**src/rtl/msg_sequencer.sv**
```systemverilog
// Message sequencer: stores a short list of 5-bit symbol codes and plays them
// out on codigo, one symbol per TICK_DIV clocks, for the 7-segment decoder.
module msg_sequencer #(
    parameter int         MSG_LEN  = 8,
    parameter int         AW       = 3,
    parameter int         TICK_DIV = 4,
    parameter logic [4:0] BLANK    = 5'd31
) (
    input  logic          clk,
    input  logic          rst_n,
    input  logic          load_en,
    input  logic [AW-1:0] load_addr,
    input  logic [4:0]    load_code,
    input  logic          start,
    input  logic [AW-1:0] last_idx,
    input  logic          loop,
    input  logic          pause,
    input  logic          stop,
    output logic [4:0]    codigo,
    output logic          valid,
    output logic          busy,
    output logic          done
);

    localparam int             DW      = (TICK_DIV > 2) ? $clog2(TICK_DIV) : 1;
    localparam logic [DW-1:0]  DIV_MAX = DW'(TICK_DIV - 1);

    localparam logic [1:0] S_IDLE = 2'd0;
    localparam logic [1:0] S_RUN  = 2'd1;
    localparam logic [1:0] S_HOLD = 2'd2;
    localparam logic [1:0] S_DONE = 2'd3;

    logic [1:0]    state;
    logic [AW-1:0] idx;
    logic [AW-1:0] lastr;
    logic [DW-1:0] div;
    logic [4:0]    mem [MSG_LEN];

    // Single sequential process: reset clears the message store too, and stop
    // overrides every state except IDLE, where it only blocks a start.
    always_ff @(posedge clk) begin
        if (!rst_n) begin
            state  <= S_IDLE;
            idx    <= '0;
            lastr  <= '0;
            div    <= '0;
            codigo <= BLANK;
            valid  <= 1'b0;
            busy   <= 1'b0;
            done   <= 1'b0;
            for (int i = 0; i < MSG_LEN; i++) begin
                mem[i] <= BLANK;
            end
        end else if (stop && (state != S_IDLE)) begin
            state  <= S_IDLE;
            idx    <= '0;
            div    <= '0;
            codigo <= BLANK;
            valid  <= 1'b0;
            busy   <= 1'b0;
            done   <= 1'b0;
        end else begin
            case (state)
                S_IDLE: begin
                    done <= 1'b0;
                    if (load_en) begin
                        mem[load_addr] <= load_code;
                    end
                    if (start && !stop) begin
                        state <= S_RUN;
                        idx   <= '0;
                        div   <= '0;
                        lastr <= last_idx;
                        valid <= 1'b1;
                        busy  <= 1'b1;
                        // A same-cycle write to slot 0 must be visible immediately.
                        if (load_en && (load_addr == '0)) begin
                            codigo <= load_code;
                        end else begin
                            codigo <= mem[0];
                        end
                    end
                end

                S_RUN: begin
                    if (pause) begin
                        state <= S_HOLD;
                    end else if (div < DIV_MAX) begin
                        div <= div + DW'(1);
                    end else begin
                        div <= '0;
                        if (idx < lastr) begin
                            idx    <= idx + AW'(1);
                            codigo <= mem[idx + AW'(1)];
                        end else if (loop) begin
                            idx    <= '0;
                            codigo <= mem[0];
                        end else begin
                            state  <= S_DONE;
                            codigo <= BLANK;
                            valid  <= 1'b0;
                            busy   <= 1'b0;
                            done   <= 1'b1;
                        end
                    end
                end

                // Resuming costs one edge without a div step, so each pause
                // entry lengthens the symbol by one extra cycle.
                S_HOLD: begin
                    if (!pause) begin
                        state <= S_RUN;
                    end
                end

                S_DONE: begin
                    state <= S_IDLE;
                    done  <= 1'b0;
                end

                default: begin
                    state  <= S_IDLE;
                    codigo <= BLANK;
                    valid  <= 1'b0;
                    busy   <= 1'b0;
                    done   <= 1'b0;
                end
            endcase
        end
    end

endmodule

```
**config.mk**
```make
export PLATFORM = sky130hd
export DESIGN_NAME = msg_sequencer
export DESIGN_NICKNAME = d
export VERILOG_FILES = /design/src/rtl/msg_sequencer.sv
export SDC_FILE = /design/constraint.sdc
export NUM_CORES = 1
export LEC_CHECK = 0
export CAP_MARGIN = 20
export CELL_PAD_IN_SITES_DETAIL_PLACEMENT = 1
export CELL_PAD_IN_SITES_GLOBAL_PLACEMENT = 2
export CORE_MARGIN = 5
export CORE_UTILIZATION = 44
export CTS_BUF_LIST = sky130_fd_sc_hd__clkbuf_4 sky130_fd_sc_hd__clkbuf_8
export DETAILED_ROUTE_END_ITERATION = 8
export PLACE_DENSITY = 0.95
export RECOVER_POWER = 50
export SETUP_SLACK_MARGIN = 0.3
export SLEW_MARGIN = 0
export SYNTH_ARGS = -nofsm -noshare
export SYNTH_HDL_FRONTEND = slang
export SYNTH_SLANG_ARGS = --single-unit
```
**constraint.sdc**
```tcl
create_clock -name clk -period 5.8 [get_ports clk]
set_clock_uncertainty 0.05 [all_clocks]
set_input_delay 1.74 -clock clk [delete_from_list [all_inputs] [get_ports clk]]
set_output_delay 1.74 -clock clk [all_outputs]
set_load 0.05 [all_outputs]
```
Word-level counts from Yosys, hierarchy flattened --
Memory sizes are Yosys's and may differ from the RTL's. Cells that the tools add are included.
Storage, ports and cells: RAM bits 40, bits of input ports 18, bits in registers 17, output and inout port bits 8, memories 1
Cells by class: mux-type cells 44, reduce and logical (&&, ||, !) cells 19, magnitude comparators 2, bitwise logic cells 2, eq/ne operators 13, add/sub/neg operators 2
Memory list:
- mem | words 8, width 5, read ports 2, clocked after memory_dff 0, wr ports 8, line 37 | logic [4:0] mem [MSG_LEN];
Operators with widths (count):
- $mux W5 | 7
- $mux W2 | 9
- $mux W3 | 6
- $mux W1 | 16
- $reduce_and A5 Y1 | 3
- $ne A2 B2 Y1 const B | 6
- $ne A3 B3 Y1 const B | 4
- $pmux W5 S2 | 1
- $pmux W2 S4 | 1
- $pmux W3 S2 | 1
- $reduce_and A3 Y1 | 2
- $reduce_and A6 Y1 | 1
- $reduce_bool A2 Y1 | 3
- $reduce_or A5 Y1 | 1
- $eq A2 B2 Y1 const B | 2
- $pmux W1 S2 | 2
- $pmux W2 S2 | 1
- $reduce_and A4 Y1 | 1
- $reduce_or A2 Y1 | 2
- $add A3 B1 Y3 const B | 1
- $logic_and A1 B1 Y1 | 3
- $logic_not A3 Y1 | 1
- $lt A3 B3 Y1 | 1
- $add A2 B1 Y2 const B | 1
- 5 further kinds | 6

Logic depth before layout (Yosys ltp) --
Gate-level depths: netlist of run 1.
word-level depth 7, depth in mapped cells 9

Worst setup path after synthesis of run 1 --
OpenSTA, ideal clock, no wires.
kind input to register, from input port rst_n, to memory mem[2][0] (enable), buffers on the path 0, stages on the path 3, setup time 316 ps, required time 5434 ps, slack 2819 ps, arrival time 2615 ps, cells stage by stage nand3_1 > nor4b_1 > nand2b_1
RTL lines:
- from (decl) | line 10 | input logic rst_n,
- to (decl) | line 37

Worst setup path after layout of run 1 --
from input port load_addr[1], to register codigo[0]
Between the ends: cells in the longest elaborated chain, start to end 5
Ends and longest elaborated chain:
- from (decl) | line 12 | input logic [AW-1:0] load_addr,
- $logic_not A3 Y1 | line 77 | if (load_en && (load_addr == '0)) begin
- $logic_and A1 B1 Y1 | line 77
- $mux W5 | line 77
- $mux W5 | line 69 | if (start && !stop) begin
- $pmux W5 S2 | line 63 | case (state)
- to (signal assigned) | line 78 | codigo <= load_code;
- to (signal assigned) | line 80 | codigo <= mem[0];
- to (signal assigned) | line 94 | codigo <= mem[idx + AW'(1)];
- to (decl) | line 19 | output logic [4:0] codigo,
Every way passes these cells. The select of a mux whose other input is x is not followed. A chain may end at the register's enable or synchronous reset.

==> results of run 1 <==
-- cells by family (layout without fill, tap and decap cells) --
group	Yosys count	in the layout
simple gates	103	103
flops	57	57
compound gates	48	48
buf+inv	20	50
mux	18	18
fa+ha+maj	9	9
xor+xnor	3	3
-- synth_stat cells, types with 5 or more instances --
cell	instances	area, um^2
mux2i_1	8	80.1
nor3b_1	9	67.6
a21oi_1	13	65.1
or2_2	10	62.6
o21ai_0	10	50.1
or2b_1	7	52.6
nand2_1	15	56.3
edfxtp_1	40	1200
nor2b_1	9	56.3
inv_1	9	33.8
nand2b_1	32	200
ha_1	9	113
o22ai_1	5	31.3
dfxtp_1	17	340
a21o_1	5	37.5
nor2_1	6	22.5
mux4_2	9	203
-- per-layer routing --
layer / GRT usage / up-vias
met4: 0.0806 / 0
met3: 0.0309 / 13
met2: 0.306 / 52
met1: 0.216 / 1057
met5: 0 / -
li1: - / 997
-- sequential cells by signal, summed over array words and instances, names as in the netlist --
signal,cells
state,2
done,1
mem,40
lastr,3
idx,3
div,2
busy,1
codigo,5
-- area by class of cell --
cell class	count	area [um^2]
Fill cell	733	3310
Sequential cell	57	1540
Multi-Input combinational cell	181	1360
Timing Repair Buffer	26	254
Clock buffer	9	124
Tap cell	80	100
Clock inverter	6	36.3
Inverter	9	33.8
-- power breakdown --
part,total [W],switching (W),internal [W]
Clock,0.000311,0.000162,0.000149
Combinational,0.000305,0.000203,0.000102
Sequential,0.000476,0.0000179,0.000458
-- worst max-delay path: cells and delay by family --
kind / cells / cell delay (ns)
buf+inv: 1 / 0.53
mux: 1 / 0.33
simple gates: 2 / 1.48
compound gates: 2 / 0.33
-- worst paths after layout --
check                       from                      to  cells after the start
min reg2reg  div[1]$_SDFFE_PP0P_     div[1]$_SDFFE_PP0P_                      2
min          div[1]$_SDFFE_PP0P_     div[1]$_SDFFE_PP0P_                      2
max                 load_addr[1]  codigo[0]$_SDFFE_PP1P_                      6
max reg2reg  idx[0]$_SDFFE_PP0P_  codigo[1]$_SDFFE_PP1P_                      5
-- metrics by stage --
stage	hold WS (ns)	cell area [um^2]	worst slack, ns	total power (W)
after floorplan	0.390	3030	2.82	0.000720
after global placement	0.398	3310	1.73	0.000788
after detailed placement	0.410	3310	1.61	0.000797
after CTS	0.420	3470	1.97	0.00110
after global routing	0.454	3450	1.41	0.00115
final	0.416	3450	1.55	0.00109
==> run_results.csv, run 1 <==
group,metric,value,unit
run_status,status,"finished with violations",
run_status,violations,"capacitance limit, slew limit",
route,top_layer,"met4",
final_layout,utilization,0.510,
floorplan,num_rows,30,
final_layout,final_common_cell,"edfxtp_1",
synth,synth_edf_count,40,
setup_path,critPathMaxFanout,8,
floorplan,die_h,93.0,um
route,dr_wl_met2,3.59,mm
floorplan,start_util,0.448,
route,routedLengthMet1,3.08,mm
route,drtPass1Iterations,4,
synth,syn_area,3030,um^2
clock_network,postCtsResizedCells,0,
timing,slew_violations,6,
synth,netlist_instances,258,
floorplan,die_w,93.0,um
timing,setup_viol,0,
setup_path,slowest_stage,"nor4b_1",
place,portBuffers,25,
route,dr_wl_met3,224,um
timing,fmax,235,MHz
floorplan,core-area,6760,um^2
setup_path,crit_chain,"clkdlybuf4s50_1 -> nor4b_1 -> mux2i_1 -> nor3_1 -> a211oi_1 -> o21ai_1",
final_layout,final_cell_mix,"edfxtp_1 (40), nand2b_1 (32), dfxtp_1 (17)",
setup_path,slowest_delay,1.42,ns
place,place_inst,353,
clock_network,postCtsHoldBufs,0,
global_route,grt_pass1_vias,2233,
clock_network,numCtsBuffers,9,
route,routedWlPerCell,19.1,um
setup_path,reg2reg_slack,3.31,ns
synth,synthMuxAreaShare,0.102,
route,via_count,2119,
power,power_density,317,nW/um^2
clock_network,cts_root_buffer,"clkbuf_8",
timing,worstMarginPinSlew,1.68,ns
global_route,antenna_found_initial,0,
setup_path,path_class,"input pin to flip-flop",
final_layout,diodes,0,
final_layout,layoutNonFillerInstCount,368,
place,dp_hpwl,5.25,mm
floorplan,dieArea,8640,um^2
synth,yosysSeqAreaShare,0.509,
final_layout,layout.nets,311,
setup_path,critPathLaunchType,"input pin",
global_route,grt_pass1_wl,11.6,mm
global_route,grt_max_degree,18,
synth,ys_types,44,
synth,synth-xor-area-share,0.00868,
clock_network,clock_sinks,57,
setup_path,worst_ep_arrival_time,4.41,ns
timing,period_share,0.733,
synth,synth_top_family_by_area,"simple AND/OR/NAND/NOR gates",
global_route,grtUsageTotal,0.178,
timing,maxSlewHeadroom,-0.137,
synth,synthArstFlopShare,0,
place,place_congestion,0.771,
setup_path,endpoint_kind,"flip-flop",
synth,ys_warn_count,0,
synth,synthAdderAreaFrac,0.0372,
power,leakage,0.978,nW
route,ant_nets,0,
clock_network,postCtsSetupBuffers,0,
final_layout,area_growth,13.8,%
clock_network,tritoncts,"yes",
final_layout,final_layout_size_suffix_gt1_frac,0.118,
synth,synth-seq-cells,57,
timing,hold_violations,0,
synth,synth.avg_cell_area,11.7,um^2
clock_network,cts_max_path_buffers,2,
setup_path,required,5.96,ns
synth,yosys_most_used_dff,"edfxtp_1",
clock_network,clock_latency,0.34,ns
power,ir_drop,0.000162,V
synth,synth_fp_nets,285,
timing,rsz0062_at_grt,"false",
route,viasPerCell,5.76,
min_path,hp-class,"flip-flop to flip-flop",
clock_network,h-tree-depth,3,
route,routed_wl,7.04,mm
timing,post-route-min-period,4.25,ns
global_route,grt_overflow,0,
route,drtIter0Drc,91,
clock_network,clk_pin_slew_worst_paths,0.07,ns
synth,yosys.area_share.simple,0.208,
timing,setup-tns-final,0,ns
floorplan,io_pins,26,
route,drc,0,
job,cap_viol_max_count,1,
synth,synth_compound_area_frac,0.0971,
(Power assumes the default switching activity.)
==> inputs of run 2 (changes only) <==
--- a/config.mk
+++ b/config.mk
@@ -9,10 +9,10 @@
 export CELL_PAD_IN_SITES_DETAIL_PLACEMENT = 1
 export CELL_PAD_IN_SITES_GLOBAL_PLACEMENT = 2
 export CORE_MARGIN = 5
-export CORE_UTILIZATION = 44
+export CORE_UTILIZATION = 41
 export CTS_BUF_LIST = sky130_fd_sc_hd__clkbuf_4 sky130_fd_sc_hd__clkbuf_8
 export DETAILED_ROUTE_END_ITERATION = 8
-export PLACE_DENSITY = 0.95
+export PLACE_DENSITY = 0.9
 export RECOVER_POWER = 50
 export SETUP_SLACK_MARGIN = 0.3
 export SLEW_MARGIN = 0
==> constraint.sdc (replaced) <==
create_clock -name clk -period 4.1 [get_ports clk]
set_clock_uncertainty 0.05 [all_clocks]
set_input_delay 1.23 -clock clk [delete_from_list [all_inputs] [get_ports clk]]
set_output_delay 1.23 -clock clk [all_outputs]
set_load 0.05 [all_outputs]
==> run 2 against run 1 <==
Compared with the run above:
- the run now ends clean
- utilization decreased by 2.2 points
- cell count grew 6.0%
- non-clock buffer count increased by 3
- combinational power increased by 43%
- largest power group unchanged
==> run_results.csv, run 2 (synthesized netlist as in run 1, its figures left out) <==
group,metric,value,unit
run_status,status,"completed",
global_route,use_met2,0.281,
route,routedWlPerCell,17.8,um
setup_path,path_class,"input pin to flip-flop",
setup_path,crit_chain,"dlygate4sd3_1 -> nand3_1 -> nor4b_1 -> nand2b_1",
global_route,use_met1,0.210,
job,cap_viol_max_count,0,
final_layout,final_cell_mix,"edfxtp_1 (40), nand2b_1 (32), dfxtp_1 (17)",
timing,slew_violations,0,
setup_path,required,4.08,ns
place,place_congestion,0.805,
setup_path,reg2reg_depth,5,
global_route,grt_overflow,0,
setup_path,r2r_start,"state[0]$_SDFFE_PP0P_",
timing,hold_violations,0,
final_layout,final_common_cell,"edfxtp_1",
timing,post-route-min-period,3.23,ns
final_layout,diodes,0,
clock_network,tritoncts,"yes",
power,ir_drop,0.000206,V
min_path,hp-class,"flip-flop to flip-flop",
final_layout,n_fill_cell,784,
timing,hold_ws,0.422,ns
clock_network,postCtsSetupBuffers,0,
power,leakage,1.01,nW
power,power_density,456,nW/um^2
timing,worstMarginPinSlew,0.766,ns
route,drtPass1Iterations,4,
floorplan,dieArea,9200,um^2
timing,setup-tns-final,0,ns
setup_path,r2r_end,"mem[2][1]$_SDFFCE_PN1P_",
global_route,grt_pass1_wl,11.3,mm
setup_path,reg2reg_slack,1.66,ns
setup_path,cp-startpoint,"rst_n",
floorplan,num_rows,31,
final_layout,largest_reg_flops,40,
route,drtIter0Drc,105,
timing,maxSlewHeadroom,0.482,
global_route,grt_pass1_vias,2137,
place,dp_hpwl,5.15,mm
setup_path,slowest_stage,"dlygate4sd3_1",
floorplan,io_pins,26,
clock_network,clock_latency,0.34,ns
setup_path,endpoint_kind,"flip-flop",
route,viasPerCell,5.35,
clock_network,postCtsHoldBufs,0,
global_route,antenna_found_initial,0,
min_path,hold_end,"div[1]$_SDFFE_PP0P_",
setup_path,worst_ep_arrival_time,3.21,ns
global_route,use_met3,0.0360,
timing,period_share,0.788,
floorplan,die_h,95.9,um
final_layout,top_regs,"mem: 40 flops, codigo: 5 flops",
floorplan,die_w,95.9,um
final_layout,layout.nets,314,
place,place_inst,375,
power,p_total,0.00161,W
timing,fmax,310,MHz
route,via_count,2087,
timing,rsz0062_at_grt,"false",
place,portBuffers,25,
min_path,hold_depth,2,
global_route,grtUsageTotal,0.168,
setup_path,slowest_delay,0.76,ns
clock_network,postCtsResizedCells,0,
timing,setup_viol,0,
setup_path,critPathLaunchType,"input pin",
clock_network,h-tree-depth,3,
clock_network,clock_sinks,57,
route,ant_nets,0,
final_layout,utilization,0.489,
clock_network,clk_pin_slew_worst_paths,0.07,ns
route,routed_wl,6.95,mm
floorplan,start_util,0.420,
final_layout,top_register,"mem",
floorplan,core-area,7210,um^2
route,drc,0,
min_path,worstHoldStart,"div[1]$_SDFFE_PP0P_",
final_layout,final_layout_size_suffix_gt1_frac,0.124,
global_route,grt_max_degree,18,
final_layout,area_growth,16.4,%
clock_network,numCtsBuffers,9,
global_route,grt-busiest-layer,"met2",
clock_network,cts_root_buffer,"clkbuf_8",
setup_path,critPathMaxFanout,9,
clock_network,cts_max_path_buffers,2,
final_layout,layoutNonFillerInstCount,390,
run 2: per-stage QoR:
step / area [um^2] / setup WS (ns)
after floorplan: 3030 / 1.63
after global placement: 3350 / 0.718
after detailed placement: 3350 / 0.548
after CTS: 3540 / 0.915
after global routing: 3520 / 0.713
final: 3520 / 0.871
run 2: worst max-delay path: cells and delay by family:
kind          cells  cell delay [ns]
buf+inv           1             0.76
simple gates      3             1.21
run 2: how the worst max path moves through the flow:
| stage | endpoint |
|---|---|
| global placement | mem[2][2]$_SDFFCE_PN1P_ |
| finish | mem[2][1]$_SDFFCE_PN1P_ |
| global route | mem[2][1]$_SDFFCE_PN1P_ |
| detailed placement | mem[2][0]$_SDFFCE_PN1P_ |
| floorplan | mem[2][0]$_SDFFCE_PN1P_ |
| CTS | mem[2][0]$_SDFFCE_PN1P_ |
run 2: cell type report:
class	count	area (um^2)	share of cell area
Inverter	9	33.8	0.00958
Sequential cell	57	1540	0.437
Timing Repair Buffer	29	269	0.0763
Clock buffer	9	124	0.0351
Multi-Input combinational cell	181	1370	0.389
Clock inverter	6	60.1	0.0170
Tap cell	99	124	0.0351
run 2: report_power, final:
group	switching (W)	total [W]	leakage (nW)	internal [W]
Combinational	0.000289	0.000435	0.502	0.000147
Sequential	0.0000238	0.000671	0.416	0.000647
Clock	0.000229	0.000502	0.0925	0.000273
Total	0.000541	0.00161	1.01	0.00107
run 2: per-layer routing:
| metal | routed length [um] | vias up |
|---|---|---|
| met3 | 190 | 12 |
| met5 | 0 | - |
| met2 | 3400 | 34 |
| met1 | 3240 | 1034 |
| met4 | 119 | 0 |
| li1 | - | 1007 |
